<file path="config.mk">
export PLATFORM = sky130hd
export DESIGN_NAME = parking_gate_ctrl
export DESIGN_NICKNAME = d
export VERILOG_FILES = /design/src/rtl/parking_gate_ctrl.sv
export SDC_FILE = /design/constraint.sdc
export NUM_CORES = 1
export LEC_CHECK = 0
export CAP_MARGIN = 20
export CORE_ASPECT_RATIO = 0.75
export CORE_MARGIN = 3
export CORE_UTILIZATION = 36
export CTS_CLUSTER_DIAMETER = 100
export CTS_CLUSTER_SIZE = 28
export DETAILED_ROUTE_END_ITERATION = 16
export GPL_ROUTABILITY_DRIVEN = 0
export SLEW_MARGIN = 10
export SYNTH_ARGS = -nofsm -noshare
export SYNTH_HDL_FRONTEND = slang
export SYNTH_SLANG_ARGS = --single-unit
</file>
<file path="constraint.sdc">
create_clock -name clk -period 6.2 [get_ports clk]
set_clock_uncertainty 0.2 [all_clocks]
set_input_delay 0.62 -clock clk [delete_from_list [all_inputs] [get_ports clk]]
set_output_delay 0.62 -clock clk [all_outputs]
set_load 0.02 [all_outputs]
</file>
<file path="src/rtl/parking_gate_ctrl.sv">
// parking_gate_ctrl
// Tracks how many cars are parked and sequences the entry and exit barriers.
// It consumes the one-cycle entry/exit strobes from the sensor edge detectors.
// Each barrier is a CLOSED/OPEN machine with a down-counter hold timer.
// An accepted car arriving while the barrier is already open reloads its timer.
// An entry is refused when the lot is full, unless a valid exit frees a space
// in the same cycle. An exit seen while the lot is empty is flagged and ignored.
module parking_gate_ctrl #(
  parameter int CAPACITY    = 8,
  parameter int OPEN_CYCLES = 100
) (
  input  logic                           clk,
  input  logic                           reset,
  input  logic                           entry_pulse,
  input  logic                           exit_pulse,
  output logic [$clog2(CAPACITY+1)-1:0]  count,
  output logic                           full,
  output logic                           empty,
  output logic                           entry_gate_open,
  output logic                           exit_gate_open,
  output logic                           entry_denied,
  output logic                           exit_error
);

  localparam int CNT_W = $clog2(CAPACITY + 1);
  localparam int TMR_W = $clog2(OPEN_CYCLES + 1);

  localparam logic [CNT_W-1:0] CAP_V    = CNT_W'(CAPACITY);
  localparam logic [TMR_W-1:0] RELOAD_V = TMR_W'(OPEN_CYCLES - 1);

  // Gate index 0 is the entry barrier, index 1 is the exit barrier.
  localparam int NUM_GATES = 2;

  typedef enum logic {
    GATE_CLOSED = 1'b0,
    GATE_OPEN   = 1'b1
  } gate_state_e;

  logic [CNT_W-1:0]     count_q, count_d;
  logic                 entry_denied_q, entry_denied_d;
  logic                 exit_error_q, exit_error_d;
  logic                 entry_ok, exit_ok;
  logic [NUM_GATES-1:0] gate_accept;
  logic [NUM_GATES-1:0] gate_open;

  // Acceptance is judged on the registered count.
  // An exit is checked first because a same-cycle valid exit frees a space for an entry.
  always_comb begin
    exit_ok  = exit_pulse && (count_q != '0);
    entry_ok = entry_pulse && ((count_q < CAP_V) || exit_ok);
  end

  // Next occupancy and one-cycle flags.
  // A simultaneous entry and exit leaves the count unchanged.
  always_comb begin
    count_d = count_q;
    if (entry_ok && !exit_ok) begin
      count_d = count_q + CNT_W'(1);
    end else if (exit_ok && !entry_ok) begin
      count_d = count_q - CNT_W'(1);
    end
    entry_denied_d = entry_pulse && !entry_ok;
    exit_error_d   = exit_pulse && (count_q == '0);
  end

  // Occupancy and flag registers.
  // Reset is asynchronous so that a reset clears the lot immediately.
  always_ff @(posedge clk or posedge reset) begin
    if (reset) begin
      count_q        <= '0;
      entry_denied_q <= 1'b0;
      exit_error_q   <= 1'b0;
    end else begin
      count_q        <= count_d;
      entry_denied_q <= entry_denied_d;
      exit_error_q   <= exit_error_d;
    end
  end

  assign gate_accept = {exit_ok, entry_ok};

  genvar gi;
  generate
    for (gi = 0; gi < NUM_GATES; gi++) begin : g_gate
      gate_state_e      state_q, state_d;
      logic [TMR_W-1:0] timer_q, timer_d;

      // Barrier sequencing.
      // An accept in either state (re)loads the full hold time.
      // The barrier closes only once the timer has expired with no new accept.
      always_comb begin
        state_d = state_q;
        timer_d = timer_q;
        case (state_q)
          GATE_CLOSED: begin
            if (gate_accept[gi]) begin
              state_d = GATE_OPEN;
              timer_d = RELOAD_V;
            end
          end
          GATE_OPEN: begin
            if (gate_accept[gi]) begin
              timer_d = RELOAD_V;
            end else if (timer_q == '0) begin
              state_d = GATE_CLOSED;
            end else begin
              timer_d = timer_q - TMR_W'(1);
            end
          end
          default: begin
            state_d = GATE_CLOSED;
            timer_d = '0;
          end
        endcase
      end

      // Barrier state and timer registers; reset closes the barrier at once.
      always_ff @(posedge clk or posedge reset) begin
        if (reset) begin
          state_q <= GATE_CLOSED;
          timer_q <= '0;
        end else begin
          state_q <= state_d;
          timer_q <= timer_d;
        end
      end

      assign gate_open[gi] = (state_q == GATE_OPEN);
    end
  endgenerate

  assign count           = count_q;
  assign full            = (count_q == CAP_V);
  assign empty           = (count_q == '0);
  assign entry_gate_open = gate_open[0];
  assign exit_gate_open  = gate_open[1];
  assign entry_denied    = entry_denied_q;
  assign exit_error      = exit_error_q;

endmodule

</file>
==> results of run 1 <==
## flip-flops by register name, summed over array words and instances, names as in the netlist
register and count:
count 4, entry_denied 1, exit_gate_open 1, entry_gate_open 1, g_gate.timer_q 14, exit_error 1
## power by group
group	leakage, nW	switching, mW	internal, mW
sequential	0.253	0.0628	0.189
combinational	0.390	0.155	0.146
clock	0.0357	0.0473	0.0862
## cells in the final DEF (no fill, tap or decap), types with 3 or more instances in the layout
master,synthesis,final
a21oi_1,9,9
clkbuf_8,0,3
clkdlybuf4s50_1,0,13
dfrtp_1,22,22
ha_1,7,7
inv_1,11,11
mux2i_1,6,6
nand2_1,4,4
nand3b_1,3,3
nor2_1,10,10
o21ai_0,9,9
or2_2,4,4
or3_1,3,3
or4_1,4,4
or4b_1,3,3
## logic make-up after synthesis
family / Yosys count / share of synthesized area [%]
AOI/OAI and AO/OA: 35 / 17.6
xor gates and xnor gates: 2 / 1.32
adders and majority gates: 8 / 8.09
buffers and inverters: 14 / 3.95
DFF: 22 / 41.4
muxes: 8 / 6.21
and+or+nand+nor: 47 / 21.4
## worst paths after layout
kind | cells past startpoint | to | slack, ps | from
setup reg to reg | 8 | count[3]$_DFFE_PP0P_ | 3160 | count[3]$_DFFE_PP0P_
min in group asynchronous | 2 | exit_error$_DFF_PP0_ | 630 | reset
hold / removal | 1 | g_gate[1].timer_q[1]$_DFFE_PP0P_ | 370 | g_gate[1].timer_q[1]$_DFFE_PP0P_
max in group asynchronous | 2 | g_gate[0].timer_q[4]$_DFFE_PP0P_ | 4620 | reset
setup / recovery | 9 | count[3]$_DFFE_PP0P_ | 2950 | exit_pulse
hold reg to reg | 1 | g_gate[1].timer_q[1]$_DFFE_PP0P_ | 370 | g_gate[1].timer_q[1]$_DFFE_PP0P_
## metal layers
layer | vias to the layer above | global-route usage (%) | routed length, um
met5 | - | 0 | 0
met4 | 0 | 2.33 | 24
met3 | 2 | 3.06 | 81
met2 | 13 | 23.4 | 1270
met1 | 519 | 18.7 | 1400
li1 | 531 | - | -
## stage by stage
stage	setup slack (ps)	hold WS, ps	std cells	instance area (um2)
finish	2950	369	200	1580
global route	2710	412	200	1580
CTS	2940	376	200	1580
detailed placement	2650	355	196	1510
global placement	2810	353	196	1510
floorplan	3330	316	136	1330
## cell type report
class / count / area share [%]
tap: 50 / 3.95
sequential: 22 / 34.8
timing repair buffer: 13 / 8.22
multi-input combinational: 100 / 45.9
clock buffer: 3 / 2.61
inverter: 11 / 2.61
clock inverter: 1 / 1.90
==> run metrics, run 1 <==
DR DRC count=0; TritonRoute pass-1 iters=4; Syn Nets=148; WP data required=6140 ps; Routed WL per cell=13.9 um; leakage power=0.678 nW; I/O pins=14; detailed-placement wirelength estimate=2040 um; RSZ-0062 raised after global routing=false; post-synth design cell area=0.00133 mm2; largest net degree at the start of global routing=23; Post-synth top cells=22 x dfrtp_1, 11 x inv_1, 10 x nor2_1; area grow syn2layout=19.0%; async set-reset flop share out of synthesis=100%; Die Width=76.2 um; maximum fanout along the worst path=9; Post-CTS Setup Repair Bufs=0; Port Buffers=13; initial cell density of the core=38.9%; status=completed; Antenna diodes=0; fin crit period=3250 ps; maximum VDD drop=0.228 mV; Worst setup EP type=register; setup TNS=0 ps; antenna violations before repair=0; Critical Path, Cell by Cell=clkdlybuf4s50_1 -> o41a_1 -> inv_1 -> ha_1 -> inv_1 -> ha_1 -> or4_1 -> nand3_1 -> o221ai_1; Power Total=0.685 mW; Max Fclk=308 MHz; Max Cap Viol=0; startpoint types=input port; Final Util=46.2%; post-synth cell types=41; CTS Sinks=22; Slew @ Worst Pin=881 ps; power per cell area=433 mW/mm2; Gate Count Post-Synth=136; H-tree levels=1; sequential area share after synthesis=41.4%; Post-synth EDFFs=0; Fill cells=344; Final Setup Violations=0; Die H=58.6 um; Synth area leaders=dfrtp_1 41%, ha_1 6.6%, mux2i_1 4.5%; Final Hold Fails=0; crit-path leading delay family=buffers and inverters; register bit total from synthesis=22; worst-case clock buffer depth=2; Synth Flop Type=dfrtp_1; share of layout cells above drive strength 1=8.67%; Slew Limit Fails=0; Starting DRT DRC Count=60; first-pass GRT wire length=4990 um; most frequent cell after synthesis=dfrtp_1; CTS tree=built; Critical path buffers and inverters=3; area leader, netlist=dfrtp_1; core area=0.00342 mm2; worst hold path class=register to register; Synthesis Warnings=0; post-synth top area share=41.4%; antenna viol nets, final=0; slowest stage cell, crit path=clkdlybuf4s50_1; GRT Overall Usage=13.8%; vias in the first global route=1,046; crit path kind=input port to register; Reg area=551 um2; PostCTS Resize Cnt=0; worst skew pair latency=260 ps; period utilization=52.4%; final net count=163; Remaining Overflow, GRT=0; final wirelength=2770 um; Multi-input gate area=727 um2; Hold-fix buffers, CTS=0; routed vias=1,065; worst rel slew slack=41.2%; clk root buf=clkbuf_8; vias per cell=5.33; Site Rows=18; Reg clk slew, reported paths=80 ps; cts bufs inserted=3; Worst Path Arrival=3190 ps; Crit path largest cell delay=540 ps; Post-Syn Area per Cell=9.78 um2; full die area=0.00447 mm2
No activity file was read; power rests on OpenSTA's default activity.
==> run 2, diff against run 1 <==
Clock period 6.2 ns to 3.1 ns, I/O delays scaled along.
==> run 2 against run 1 <==
  * Largest cell class unchanged
  * Flip-flop and latch count is the same
  * Critical path type is now register to register
  * Die area is the same
  * Global-route usage rose by 0.12 points
  * Sequential power is 94% higher
  * Design area unchanged
  * Highest routed layer unchanged
  * Critical endpoint unchanged
  * Wire length up 0.83%
  * Non-clock buffer count rose by 4
  * Combinational power increased by 120%
  * Via count is 1.0% higher
  * Register-to-register slack got worse by 2900 ps
==> run metrics, run 2 (synthesis gave the netlist of run 1 again) <==
Worst setup EP type=register; power per cell area=832 mW/mm2; Worst Path Arrival=2770 ps; detailed-placement wirelength estimate=2060 um; Power Total=1.32 mW; WP data required=3030 ps; Max Fclk=351 MHz; most frequent cells in the layout=22 x dfrtp_1, 13 x clkdlybuf4s50_1, 11 x inv_1, 10 x nor2_1; fin cells=203; max reg flops=14; share of layout cells above drive strength 1=10.5%; CTS tree=built; leakage power=0.683 nW; final wirelength=2790 um; Slew Limit Fails=0; Site Rows=18; antenna violations before repair=0; area grow syn2layout=19.0%; Combinational Power Share=49.8%; vias per cell=5.30; largest net degree at the start of global routing=23; clk root buf=clkbuf_8; worst-case clock buffer depth=2; worst rel slew slack=43.6%; TritonRoute pass-1 iters=6; worst hold path class=input port to async pin; worst skew pair latency=260 ps; Die Width=76.2 um; Routed WL per cell=13.8 um; Hold-fix buffers, CTS=0; FF-to-FF path depth=8; maximum fanout along the worst path=6; Antenna diodes=0; RR Startpoint=count[2]$_DFFE_PP0P_; slowest stage cell, crit path=or4_1; crit path kind=register to register; Max Cap Viol=0; total placed cells including tap cells=200; Remaining Overflow, GRT=0; clock group share of total power=13.2%; setup TNS=0 ps; antenna viol nets, final=0; internal power=0.782 mW; setup slack after layout=253 ps; Slew @ Worst Pin=846 ps; most common cell after layout, fill and taps aside=dfrtp_1; startpoint types=register; status=completed; full die area=0.00447 mm2; vias in the first global route=1,085; CTS Sinks=22; reg-to-reg slack, setup=250 ps; Reg clk slew, reported paths=80 ps; Seq pwr share=37.0%; period utilization=91.8%; Worst Setup SP=count[2]$_DFFE_PP0P_; maximum VDD drop=0.507 mV; Port Buffers=13; Critical Path, Cell by Cell=o41a_1 -> inv_1 -> ha_1 -> inv_1 -> ha_1 -> or4_1 -> nand3_1 -> o221ai_1; Die H=58.6 um; DR DRC count=0; RSZ-0062 raised after global routing=false; fin crit period=2850 ps; final net count=167; routed vias=1,076; Most flops, register=g_gate.timer_q; I/O pins=14; NetSw=0.534 mW; Net Sw Frac=40.6%; Starting DRT DRC Count=72; PostCTS Resize Cnt=0; Final Hold Fails=0; initial cell density of the core=38.9%; cts bufs inserted=3; Final Setup Violations=0; core area=0.00342 mm2; Crit path largest cell delay=510 ps; H-tree levels=1; DP Worst Slack=3.29 ps; Post-CTS Setup Repair Bufs=0; GRT Overall Usage=13.9%; Final Util=46.2%; Critical R2R Capture=count[3]$_DFFE_PP0P_; first-pass GRT wire length=5090 um
==> run 2: cell types whose count changed in the layout (fill, tap and decap cells not counted) <==
| cell | before | now |
|---|---|---|
| bufinv_16 | 1 | 0 |
| buf_4 | 0 | 4 |
==> run 2: layout make-up <==
class | count | area [um2]
timing repair buffer | 17 | 160
sequential | 22 | 551
multi-input combinational | 100 | 727
inverter | 11 | 41.3
fill | 350 | 1840
tap | 50 | 62.6
clock buffer | 3 | 41.3
==> run 2: how the worst max path moves through the flow <==
stage / endpoint / slack (ps) / cells past startpoint
floorplan: count[3]$_DFFE_PP0P_ / 230 / 9
global placement: count[3]$_DFFE_PP0P_ / 150 / 9
detailed placement: count[3]$_DFFE_PP0P_ / 3 / 9
CTS: count[3]$_DFFE_PP0P_ / 260 / 8
global route: count[3]$_DFFE_PP0P_ / 50 / 9
finish: count[3]$_DFFE_PP0P_ / 250 / 8
==> run 2: stage by stage <==
| stage | hold slack [ps] | area [um2] |
|---|---|---|
| floorplan | 99.2 | 1330 |
| global placement | 349 | 1540 |
| detailed placement | 350 | 1540 |
| CTS | 366 | 1580 |
| global route | 413 | 1580 |
| finish | 331 | 1580 |
==> run 2: layer usage <==
metal,share of wire (%),GRT usage (%),vias to the layer above
met3,2.9,3.36,2
met4,0.82,3.36,0
met2,44,22.0,20
li1,-,-,535
met1,53,19.5,519
met5,0,0,-
==> run 2: power by group through the flow <==
stage	clock network, mW	registers, mW	logic [mW]
6_report	0.174	0.487	0.655
5_1_grt	0.196	0.507	0.731
4_1_cts	0.185	0.484	0.657
3_5_place_dp	0	0.490	0.651
3_3_place_gp	0	0.484	0.645
2_1_floorplan	0	0.513	0.404
==> run 2: critical path: cells and delay by family (launching register included) <==
family                   cells  cell delay [ps]
buffers and inverters        2              270
flip-flops                   1              460
adder cells (fa/ha/maj)      2              580
AND/OR/NAND/NOR              2              610
AO/OA/AOI/OAI                2              580
==> run 3, diff against run 2 <==
Settings changed: CORE_ASPECT_RATIO 0.75 to default.
==> run 3 against run 2 <==
  * Design area up 0.55%
  * Power up 2.0%
  * Critical path type is now input port to register
  * Flip-flop and latch count stayed put
  * Sequential power down 0.8%
  * Via count grew 1.7%
  * Hold slack got worse by 24 ps
  * Setup slack improved by 44 ps
==> run metrics, run 3 (synthesis gave the netlist of run 1 again) <==
status=completed; I/O pins=14; Post-CTS Setup Repair Bufs=0; antenna viol nets, final=0; Site Rows=21; slowest stage cell, crit path=clkdlybuf4s50_1; worst hold path class=input port to async pin; area grow syn2layout=19.7%; setup slack after layout=298 ps; clk root buf=clkbuf_8; Slew Limit Fails=0; Slew @ Worst Pin=845 ps; most common cell after layout, fill and taps aside=dfrtp_1; initial cell density of the core=38.6%; setup TNS=0 ps; power per cell area=843 mW/mm2; Starting DRT DRC Count=39; Hold-fix buffers, CTS=0; leakage power=0.691 nW; largest net degree at the start of global routing=23; RSZ-0062 raised after global routing=false; first-pass GRT wire length=4750 um; Final Util=46.2%; Remaining Overflow, GRT=0; WP data required=3030 ps; GRT Overall Usage=13.8%; max reg flops=14; final net count=167; reg-to-reg slack, setup=310 ps; final wirelength=2720 um; Most flops, register=g_gate.timer_q; full die area=0.00446 mm2; post-route cell area=0.00159 mm2; H-tree levels=1; TritonRoute pass-1 iters=4; Max Cap Viol=0; CTS tree=built; worst-case clock buffer depth=2; Routed WL per cell=13.6 um; DR DRC count=0; worst rel slew slack=43.6%; fin crit period=2800 ps; Worst Path Arrival=2740 ps; share of layout cells above drive strength 1=11.0%; detailed-placement wirelength estimate=1990 um; Final Hold Fails=0; worst skew pair latency=260 ps; Power Total=1.34 mW; vias per cell=5.47; maximum VDD drop=0.497 mV; Antenna diodes=0; post-place instance area=0.00154 mm2; CTS Sinks=22; Critical Path, Cell by Cell=clkdlybuf4s50_1 -> inv_1 -> nor2_1 -> ha_1 -> inv_1 -> ha_1 -> or4_1 -> nand3_1 -> o221ai_1; period utilization=90.4%; DP Worst Slack=39.9 ps; maximum fanout along the worst path=7; vias in the first global route=1,074; Crit path largest cell delay=610 ps; antenna violations before repair=0; cts bufs inserted=3; Fill cells=324; Reg clk slew, reported paths=80 ps; PostCTS Resize Cnt=0; most frequent cells in the layout=22 x dfrtp_1, 13 x clkdlybuf4s50_1, 11 x inv_1, 10 x nor2_1; Die H=66.8 um; Worst setup EP type=register; core area=0.00344 mm2; Die Width=66.8 um; Port Buffers=13; crit path kind=input port to register; routed vias=1,094; Max Fclk=357 MHz; startpoint types=input port; Final Setup Violations=0
run 3: power breakdown:
part	leakage, nW	internal (mW)	switching [mW]	total, mW
Combinational	0.409	0.318	0.331	0.649
Clock	0.0288	0.113	0.0969	0.210
Sequential	0.253	0.378	0.105	0.483
run 3: cell type report:
cell class	instances	area [um2]	share of cell area, %
Sequential cell	22	551	34.6
Timing Repair Buffer	17	160	10.1
Multi-Input combinational cell	100	727	45.7
Clock buffer	4	55.1	3.46
Inverter	11	41.3	2.59
Tap cell	46	57.6	3.62
run 3: path summary, 6_finish.rpt:
path | from | to | depth (start not counted)
max in group asynchronous | reset | count[3]$_DFFE_PP0P_ | 2
max reg2reg | count[2]$_DFFE_PP0P_ | count[3]$_DFFE_PP0P_ | 8
min in group clk | g_gate[1].timer_q[1]$_DFFE_PP0P_ | g_gate[1].timer_q[1]$_DFFE_PP0P_ | 1
min | reset | count[1]$_DFFE_PP0P_ | 2
max | entry_pulse | count[3]$_DFFE_PP0P_ | 9
min reg2reg | g_gate[1].timer_q[1]$_DFFE_PP0P_ | g_gate[1].timer_q[1]$_DFFE_PP0P_ | 1
run 3: through the flow:
step	hold slack [ps]	instances
2_1_floorplan	99.2	136
3_3_place_gp	349	196
3_5_place_dp	353	196
4_1_cts	346	200
5_1_grt	391	200
6_report	307	200
run 3: critical path: cells and delay by family:
kind	cells	cell delay, ps
buf+inv	3	870
simple gates	3	830
fa+ha+maj	2	600
compound gates	1	110
run 3: routing by layer:
metal | track usage, % | vias to the layer above | wire length, um
met5 | 0 | - | 0
met4 | 5.33 | 0 | 44
met3 | 3.04 | 4 | 88
met2 | 21.3 | 21 | 1230
met1 | 18.8 | 531 | 1350
li1 | - | 538 | -
